$ cat src/rtl/vga_timing_pkg.sv
`default_nettype none
// ============================================================================
// Module      : vga_timing_pkg
// Description : Default 640x480@60 raster constants, sync polarity and the
//               colour type shared by the VGA scan timer files.
// Revision    : 1.0 - initial release
// ============================================================================
package vga_timing_pkg;

    localparam int c_H_VISIBLE = 640;
    localparam int c_H_FRONT   = 16;
    localparam int c_H_SYNC    = 96;
    localparam int c_H_BACK    = 48;
    localparam int c_H_TOTAL   = c_H_VISIBLE + c_H_FRONT + c_H_SYNC + c_H_BACK;

    localparam int c_V_VISIBLE = 480;
    localparam int c_V_FRONT   = 10;
    localparam int c_V_SYNC    = 2;
    localparam int c_V_BACK    = 33;
    localparam int c_V_TOTAL   = c_V_VISIBLE + c_V_FRONT + c_V_SYNC + c_V_BACK;

    localparam logic c_SYNC_ACTIVE = 1'b0;

    typedef struct packed {
        logic [7:0] r;
        logic [7:0] g;
        logic [7:0] b;
    } rgb_t;

    function automatic logic in_range(input logic [9:0] val,
                                      input logic [9:0] lo,
                                      input logic [9:0] hi);
        return (val >= lo) && (val <= hi);
    endfunction

endpackage
`default_nettype wire

$ cat src/rtl/vga_axis_counter.sv
`default_nettype none
// ============================================================================
// Module      : vga_axis_counter
// Description : Enabled modulo-TOTAL raster counter with terminal-count flag.
// Revision    : 1.0 - initial release
// ============================================================================
module vga_axis_counter
    import vga_timing_pkg::*;
#(
    parameter int TOTAL = c_H_TOTAL
) (
    input  logic       Clk,
    input  logic       Reset_n,
    input  logic       en,
    output logic [9:0] cnt,
    output logic       wrap
);

    localparam logic [9:0] c_LAST = 10'(TOTAL - 1);

    logic [9:0] r_cnt;

    always_ff @(posedge Clk or negedge Reset_n) begin
        if (!Reset_n) begin
            r_cnt <= '0;
        end else if (en) begin
            r_cnt <= (r_cnt == c_LAST) ? 10'd0 : r_cnt + 10'd1;
        end
    end

    assign cnt  = r_cnt;
    // Terminal count, independent of en so the caller can qualify it.
    assign wrap = (r_cnt == c_LAST);

endmodule
`default_nettype wire

$ cat src/rtl/vga_scan_timer.sv
`default_nettype none
// ============================================================================
// Module      : vga_scan_timer
// Description : VGA raster timing, pixel-aligned sync/colour output register
//               and one-cycle vertical-blank pulse.
// Revision    : 1.0 - initial release
// ============================================================================
module vga_scan_timer
    import vga_timing_pkg::*;
#(
    parameter int H_VISIBLE = c_H_VISIBLE,
    parameter int H_FRONT   = c_H_FRONT,
    parameter int H_SYNC    = c_H_SYNC,
    parameter int H_BACK    = c_H_BACK,
    parameter int V_VISIBLE = c_V_VISIBLE,
    parameter int V_FRONT   = c_V_FRONT,
    parameter int V_SYNC    = c_V_SYNC,
    parameter int V_BACK    = c_V_BACK,
    parameter int CLK_DIV   = 2
) (
    input  logic       Clk,
    input  logic       Reset_n,
    input  logic [7:0] Red,
    input  logic [7:0] Green,
    input  logic [7:0] Blue,
    output logic [9:0] DrawX,
    output logic [9:0] DrawY,
    output logic       VGA_CLK,
    output logic       VGA_HS,
    output logic       VGA_VS,
    output logic       VGA_BLANK_N,
    output logic       VGA_SYNC_N,
    output logic [7:0] VGA_R,
    output logic [7:0] VGA_G,
    output logic [7:0] VGA_B,
    output logic       vblank_start
);

    localparam int         c_HTOT      = H_VISIBLE + H_FRONT + H_SYNC + H_BACK;
    localparam int         c_VTOT      = V_VISIBLE + V_FRONT + V_SYNC + V_BACK;
    localparam logic [9:0] c_HS_FIRST  = 10'(H_VISIBLE + H_FRONT);
    localparam logic [9:0] c_HS_LAST   = 10'(H_VISIBLE + H_FRONT + H_SYNC - 1);
    localparam logic [9:0] c_VS_FIRST  = 10'(V_VISIBLE + V_FRONT);
    localparam logic [9:0] c_VS_LAST   = 10'(V_VISIBLE + V_FRONT + V_SYNC - 1);
    localparam logic [9:0] c_H_VIS     = 10'(H_VISIBLE);
    localparam logic [9:0] c_V_VIS     = 10'(V_VISIBLE);
    localparam logic [9:0] c_V_VB_LAST = 10'(V_VISIBLE - 1);
    localparam logic [1:0] c_DIV_LAST  = 2'(CLK_DIV - 1);

    logic [1:0] r_div_cnt;
    logic [1:0] w_div_next;
    logic       w_pix_tick;
    logic [9:0] w_h_cnt;
    logic [9:0] w_v_cnt;
    logic       w_h_wrap;
    logic       w_v_en;
    logic       w_hs_n;
    logic       w_vs_n;
    logic       w_vis;
    rgb_t       w_rgb_next;
    rgb_t       r_rgb;
    logic       r_hs;
    logic       r_vs;
    logic       r_blank_n;
    logic       r_vblank_start;

    assign w_pix_tick = (r_div_cnt == c_DIV_LAST);
    assign w_div_next = w_pix_tick ? 2'd0 : r_div_cnt + 2'd1;

    always_ff @(posedge Clk or negedge Reset_n) begin
        if (!Reset_n) begin
            r_div_cnt <= 2'd0;
        end else begin
            r_div_cnt <= w_div_next;
        end
    end

    assign w_v_en = w_pix_tick & w_h_wrap;

    vga_axis_counter #(
        .TOTAL   (c_HTOT)
    ) u_h_cnt (
        .Clk     (Clk),
        .Reset_n (Reset_n),
        .en      (w_pix_tick),
        .cnt     (w_h_cnt),
        .wrap    (w_h_wrap)
    );

    vga_axis_counter #(
        .TOTAL   (c_VTOT)
    ) u_v_cnt (
        .Clk     (Clk),
        .Reset_n (Reset_n),
        .en      (w_v_en),
        .cnt     (w_v_cnt),
        .wrap    ()
    );

    // Decode describes the pixel being presented now; it reaches the pins
    // one tick later together with the mapper colour for the same pixel.
    assign w_hs_n = in_range(w_h_cnt, c_HS_FIRST, c_HS_LAST) ? c_SYNC_ACTIVE : ~c_SYNC_ACTIVE;
    assign w_vs_n = in_range(w_v_cnt, c_VS_FIRST, c_VS_LAST) ? c_SYNC_ACTIVE : ~c_SYNC_ACTIVE;
    assign w_vis  = (w_h_cnt < c_H_VIS) && (w_v_cnt < c_V_VIS);

    always_comb begin
        w_rgb_next = '0;
        if (w_vis) begin
            w_rgb_next.r = Red;
            w_rgb_next.g = Green;
            w_rgb_next.b = Blue;
        end
    end

    always_ff @(posedge Clk or negedge Reset_n) begin
        if (!Reset_n) begin
            r_hs      <= ~c_SYNC_ACTIVE;
            r_vs      <= ~c_SYNC_ACTIVE;
            r_blank_n <= 1'b0;
            r_rgb     <= '0;
        end else if (w_pix_tick) begin
            r_hs      <= w_hs_n;
            r_vs      <= w_vs_n;
            r_blank_n <= w_vis;
            r_rgb     <= w_rgb_next;
        end
    end

    // Registered on every Clk so the pulse is exactly one Clk wide and
    // coincides with the counters showing (0, V_VISIBLE).
    always_ff @(posedge Clk or negedge Reset_n) begin
        if (!Reset_n) begin
            r_vblank_start <= 1'b0;
        end else begin
            r_vblank_start <= w_v_en && (w_v_cnt == c_V_VB_LAST);
        end
    end

    generate
        if (CLK_DIV >= 2) begin : g_vga_clk_div
            localparam logic [1:0] c_DIV_HALF = 2'(CLK_DIV / 2);
            logic r_vga_clk;

            always_ff @(posedge Clk or negedge Reset_n) begin
                if (!Reset_n) begin
                    r_vga_clk <= 1'b0;
                end else begin
                    r_vga_clk <= (w_div_next >= c_DIV_HALF);
                end
            end

            assign VGA_CLK = r_vga_clk;
        end else begin : g_vga_clk_inv
            assign VGA_CLK = ~Clk & Reset_n;
        end
    endgenerate

    assign DrawX        = w_h_cnt;
    assign DrawY        = w_v_cnt;
    assign VGA_HS       = r_hs;
    assign VGA_VS       = r_vs;
    assign VGA_BLANK_N  = r_blank_n;
    assign VGA_SYNC_N   = 1'b0;
    assign VGA_R        = r_rgb.r;
    assign VGA_G        = r_rgb.g;
    assign VGA_B        = r_rgb.b;
    assign vblank_start = r_vblank_start;

endmodule
`default_nettype wire
$ cat config.mk
export PLATFORM = sky130hd
export DESIGN_NAME = vga_scan_timer
export DESIGN_NICKNAME = d
export VERILOG_FILES = /design/src/rtl/vga_timing_pkg.sv /design/src/rtl/vga_axis_counter.sv /design/src/rtl/vga_scan_timer.sv
export SDC_FILE = /design/constraint.sdc
export NUM_CORES = 1
export LEC_CHECK = 0
export ABC_AREA = 0
export CORE_ASPECT_RATIO = 1.5
export CORE_MARGIN = 1.5
export CORE_UTILIZATION = 48
export DETAILED_ROUTE_END_ITERATION = 8
export HOLD_SLACK_MARGIN = 0.15
export PLACE_DENSITY = 0.84
export REMOVE_ABC_BUFFERS = 1
export SYNTH_ARGS = -nofsm -noshare
export SYNTH_HDL_FRONTEND = slang
export SYNTH_SLANG_ARGS = --single-unit
export TNS_END_PERCENT = 30
$ cat constraint.sdc
create_clock -name Clk -period 5.9 [get_ports Clk]
set_clock_uncertainty 0.05 [all_clocks]
set_input_delay 0.59 -clock Clk [delete_from_list [all_inputs] [get_ports Clk]]
set_output_delay 0.59 -clock Clk [all_outputs]
set_load 0.01 [all_outputs]
# [Word-level counts from Yosys, hierarchy flattened]
# Cells that the tools add are included.
[totals] register_bits=51 elab_cells=36
[classes] n_addsub=3 magnitude_cmp=7 n_eq_ne=4 n_mux=6 bitwise=1 n_reduce_logical=4
[op_table] operator="24-bit two-way mux" n=1
[op_table] operator="10-bit by 1-bit adder with 10-bit output (second input constant)" n=2
[op_table] operator="10-bit equality test (second input constant)" n=2
[op_table] operator="10-bit two-way mux" n=2
[op_table] operator="10-bit by 9-bit equality test with 1-bit output (second input constant)" n=1
[op_table] operator="10-bit greater-or-equal comparator (second input constant)" n=1
[op_table] operator="10-bit by 9-bit greater-or-equal comparator with 1-bit output (second input constant)" n=1
[op_table] operator="10-bit <= comparator (second input constant)" n=1
[op_table] operator="10-bit by 9-bit <= comparator with 1-bit output (second input constant)" n=1
[op_table] operator="10-bit < comparator (second input constant)" n=1
[op_table] operator="10-bit by 9-bit < comparator with 1-bit output (second input constant)" n=1
[op_table] operator="1-bit logical AND" n=4
[op_table] operator="2-bit by 1-bit adder with 2-bit output (second input constant)" n=1
[op_table] operator="2-bit by 1-bit equality test with 1-bit output (second input constant)" n=1
[op_table] operator="2-bit by 1-bit greater-or-equal comparator with 1-bit output (second input constant)" n=1
[op_table] operator="1-bit two-way mux" n=2
[op_table] operator="2-bit two-way mux" n=1
[op_table] operator="1-bit bitwise AND" n=1

# [Logic depth before layout (Yosys ltp)]
[logic_depth] ltp_word=3 mapped_depth=6 depth_no_buf=6

# [Cells and area by module]
# A second synthesis with hierarchy kept.
[hier_totals] hier_cells=187 hier_area_um2=2259.7
[modules_own_cells] mod="vga_scan_timer" n_inst=1 cells_per_inst=85 area_each_um2=1211.2
[modules_own_cells] mod="vga_axis_counter at u_v_cnt" n_inst=1 cells_per_inst=52 area_each_um2=536.8
[modules_own_cells] mod="vga_axis_counter at u_h_cnt" n_inst=1 cells_per_inst=50 area_each_um2=511.7

# [Least setup slack after synthesis]
# No wires, ideal clock.
[synth_timing] path_type="register to register" start="register u_h_cnt.r_cnt[6], in the netlist u_h_cnt.cnt[6]" end="register u_v_cnt.r_cnt[9], in the netlist u_v_cnt.cnt[9]" setup_ns=0.077 t_arrival_ns=1.832 path_slack_ns=3.941 stages_incl_launch_ff=6 n_path_buf=1 synth_period_minus_slack_ns=1.959 cell_sequence="dfrtp_1 -> or2_4 -> or4_1 -> buf_2 -> or3_1 -> a21oi_1"
[synth_between] elab_chain_cells=2
[synth_lines] element="start: declaration" line="vga_axis_counter.sv:21" text="logic [9:0] r_cnt;"
[synth_lines] element="start signal: assignment" line="vga_axis_counter.sv:27" text="r_cnt <= (r_cnt == c_LAST) ? 10'd0 : r_cnt + 10'd1;"
[synth_lines] element="10-bit equality test" line="vga_axis_counter.sv:33" text="assign wrap = (r_cnt == c_LAST);"
[synth_lines] element="1-bit bitwise AND" line="vga_scan_timer.sv:78" text="assign w_v_en = w_pix_tick & w_h_wrap;"
[synth_lines] element="end signal: assignment" line="vga_axis_counter.sv:27"
[synth_lines] element="end: declaration" line="vga_axis_counter.sv:21"
# Every way passes these cells.
# A chain may end at the register's enable or synchronous reset.

# [Worst setup path in the final report]
[layout_timing] start="register r_div_cnt[1]" end="register u_v_cnt.r_cnt[2], in the netlist u_v_cnt.cnt[2]"
[layout_between] elab_chain_cells=2
[layout_lines] element="start: declaration" line="vga_scan_timer.sv:50" text="logic [1:0] r_div_cnt;"
[layout_lines] element="start signal: assignment" line="vga_scan_timer.sv:74" text="r_div_cnt <= w_div_next;"
[layout_lines] element="2-bit by 1-bit equality test with 1-bit output" line="vga_scan_timer.sv:67" text="assign w_pix_tick = (r_div_cnt == c_DIV_LAST);"
[layout_lines] element="1-bit bitwise AND" line="vga_scan_timer.sv:78"
# Every way passes these cells.

==> summary.json <==
{
  "yosys": {
    "synthesized_area_per_cell_sq_um": 11.7,
    "synth.yosys.warnings": 0,
    "yosysSeqAreaShare_pct": 57.7,
    "ys_async_sr_fraction_pct": 100,
    "synth.distinct_cells": 39,
    "mappedNetlistArea_sq_mm": 0.00222,
    "syn_inst": 189,
    "post_synth_edffs": 0,
    "flip_flop_and_latch_count_after_synthesis": 51,
    "synth-main-ff-cell": "dfrtp_1"
  },
  "critical_path": {
    "crit-reg2reg-launch": "r_div_cnt[1]$_DFF_PN0_",
    "critical_path.reg2reg.endpoint": "u_v_cnt.cnt[2]$_DFFE_PN0P_",
    "worst_setup_path_end_kind": "register",
    "arr_time_crit_path_ns": 2.43,
    "reg2reg_setup_slack_ns": 3.65,
    "critPathRequiredTime_ns": 6.08,
    "critical_path_type": "reg2reg",
    "reg2reg_depth": 4,
    "setup.worst_path.start_class": "register",
    "cp_max_fo": 29
  },
  "global_routing": {
    "antenna_found_initial": 0,
    "pin_count_of_the_biggest_net_entering_global_routing": 52,
    "grt_pass1_vias": 1692,
    "groute.usage.overall_pct": 20.1,
    "grt_overflow_total": 0,
    "grt_pass1_wl_um": 7860
  },
  "layout": {
    "fill_cells": 330,
    "regArea_sq_mm": 0.00128,
    "final_nets": 293,
    "share_of_layout_cells_above_drive_strength_1_pct": 6.46,
    "number_of_antenna_repair_diodes": 0,
    "multi_input_gate_area_in_the_final_layout_sq_um": 887,
    "syn_to_final_growth_pct": 40.1
  },
  "placement": {
    "place_worst_setup_slack_ns": 3.66,
    "place.gp.congestion": 0.782,
    "post-dp-hpwl_um": 3400,
    "buffer_ports.inserted": 74
  },
  "route": {
    "drt_drc_violations_left": 0,
    "count_of_nets_left_with_antenna_violations_after_detail_routing": 0,
    "drtIter0Drc": 80,
    "drtPass1Iterations": 5,
    "vias": 1760,
    "via_per_inst": 5.66,
    "drt-wirelength-per-cell_um": 15.5,
    "drt-total-wl_um": 4820
  },
  "die": {
    "std_cell_rows": 30,
    "die-height_um": 86.2,
    "start_util_pct": 49.6,
    "floorplan.io_pins": 76,
    "fp.dieW_um": 58.5,
    "core-area_sq_mm": 0.00447,
    "die_area_sq_mm": 0.00504
  },
  "pwr": {
    "leakage_nw": 1.40,
    "post-layout-total-power_mw": 0.655,
    "powerDensity_mw_per_mm2": 211,
    "vdd_ir_drop_max_mv": 0.125
  },
  "timing": {
    "fin_tns_setup_ns": 0,
    "layout_setup_ws_ns": 3.65,
    "final_period_minus_worst_setup_slack_ns": 2.25,
    "finalCritPeriodShare_pct": 38.2,
    "timing.max_slew.rel_slack_pct": 23.4,
    "worst_pin_slew_ns": 1.15,
    "fmax_ghz": 0.444,
    "hold_viol_final": 0,
    "timing.final.setup_violations": 0,
    "timing.hold.ws_ns": 0.434,
    "grt_setup_unrepaired": "no",
    "slew_violations": 0
  },
  "run": {
    "max_cap_violations": 0
  },
  "clocking": {
    "clock-root-buffer": "clkbuf_8",
    "tritoncts_clock_tree": "done",
    "clock_tree.htree_level_count": 2,
    "cts_resized": 0,
    "worst_setup_hold_path_clk_slew_ns": 0.10,
    "ctsLongestPathBuffers": 2,
    "cts.hold.buffers_added": 0,
    "numClockSinks": 51,
    "cts-buffers-inserted": 5,
    "clock_latency_ns": 0.30,
    "cts_setup_buffers": 0
  },
  "hold_path": {
    "holdCritPathClass": "in2async"
  },
  "outcome": {
    "outcome": "finished clean"
  }
}
## Yosys cell counts (all sizes together) (2+ instances only)
| library cell | count | area (sq um) |
|---|---|---|
| dfrtp | 49 | 1230 |
| a22o | 24 | 210 |
| nand2 | 11 | 41.3 |
| nor2 | 10 | 37.5 |
| o21ai | 9 | 45.0 |
| clkbuf | 6 | 22.5 |
| inv | 6 | 22.5 |
| nand3 | 6 | 30.0 |
| xnor2 | 6 | 52.6 |
| and3 | 5 | 31.3 |
| ha | 5 | 62.6 |
| nand4 | 5 | 31.3 |
| xor2 | 5 | 43.8 |
| a21oi | 4 | 20.0 |
| and4b | 4 | 40.0 |
| nand4b | 4 | 41.3 |
| buf | 3 | 17.5 |
| nor2b | 3 | 18.8 |
| nor3 | 3 | 15.0 |
| dfstp | 2 | 52.6 |
| nand2b | 2 | 12.5 |
| nor4 | 2 | 18.8 |
| o311ai | 2 | 17.5 |
## through the flow
stage               util, %  cell area, sq um  instances
global route           69.5              3100        311
finish                 69.5              3100        311
CTS                    69.5              3100        311
floorplan                 -              2180        180
detailed placement     67.0              2990        303
global placement       67.0              2990        303
## worst max-delay path by stage
stage                                      start                          to  slack, ns  cells past startpoint
after detailed placement  r_div_cnt[1]$_DFF_PN0_  u_v_cnt.cnt[2]$_DFFE_PN0P_       3.66                      4
after global routing      r_div_cnt[0]$_DFF_PN0_  u_v_cnt.cnt[2]$_DFFE_PN0P_       3.32                      4
after CTS                 r_div_cnt[1]$_DFF_PN0_  u_v_cnt.cnt[2]$_DFFE_PN0P_       3.58                      4
final                     r_div_cnt[1]$_DFF_PN0_  u_v_cnt.cnt[2]$_DFFE_PN0P_       3.65                      4
after global placement    r_div_cnt[1]$_DFF_PN0_  u_v_cnt.cnt[2]$_DFFE_PN0P_       3.71                      4
after floorplan           r_div_cnt[1]$_DFF_PN0_        VGA_B[0]$_DFFE_PN0P_       3.29                      3
## routing by layer
metal  GRT usage (%)  part of all wire [%]
met5               0                     0
met4            6.98                   1.3
met3            5.67                   6.6
met2            33.3                    50
met1            24.9                    42
## sequential cells by signal, indices dropped and copies added (netlist names)
register and count:
VGA_R 8, r_div_cnt 2, VGA_HS 1, VGA_BLANK_N 1
vblank_start 1, VGA_G 8, u_v_cnt.cnt 10, VGA_VS 1
VGA_CLK 1, VGA_B 8, u_h_cnt.cnt 10
## report_power, final
part | switching, mW | internal [mW] | total (mW)
combinational | 0.0186 | 0.0338 | 0.0524
sequential | 0.00433 | 0.358 | 0.362
clock | 0.114 | 0.126 | 0.241
total | 0.137 | 0.518 | 0.655
## logic make-up (layout without fill, tap and decap cells)
group / after synthesis / after routing / share of synthesized area (%)
other: 1 / 1 / 0.169
AO/OA/AOI/OAI: 43 / 43 / 14.9
buffers and inverters: 15 / 89 / 2.82
flip-flops: 51 / 51 / 57.7
adder cells (fa/ha/maj): 5 / 5 / 2.82
XOR/XNOR: 11 / 11 / 4.35
AND/OR/NAND/NOR: 62 / 62 / 16.8
multiplexers: 1 / 1 / 0.508
## critical path: stages, from the launching register on
cell and delay (ns):
dfrtp_1 0.42, nand2b_1 0.68, nor4_2 0.72, a21oi_1 0.15
a31oi_1 0.15
## placed cells by master (no fill, tap or decap), types with 2 or more instances in the layout
cell type,count
a21oi_1,4
a22o_1,24
and3_1,5
and4b_1,4
clkbuf_8,5
clkdlybuf4s50_1,73
dfrtp_1,49
dfstp_2,2
ha_1,5
inv_1,6
nand2_1,11
nand2b_1,2
nand3_1,6
nand4_1,5
nand4b_1,3
nor2_1,10
nor2b_1,3
nor3_1,3
o21ai_0,9
o311ai_0,2
xnor2_1,6
xor2_1,5
## cell type report
class                           instances  share of cell area (%)
Multi-Input combinational cell        123                    28.6
Timing Repair Buffer                   75                    23.9
Clock inverter                          3                    1.41
Clock buffer                            5                    2.22
Inverter                                6                   0.726
Sequential cell                        51                    41.2
Tap cell                               48                    1.93
(Power assumes the default switching activity.)
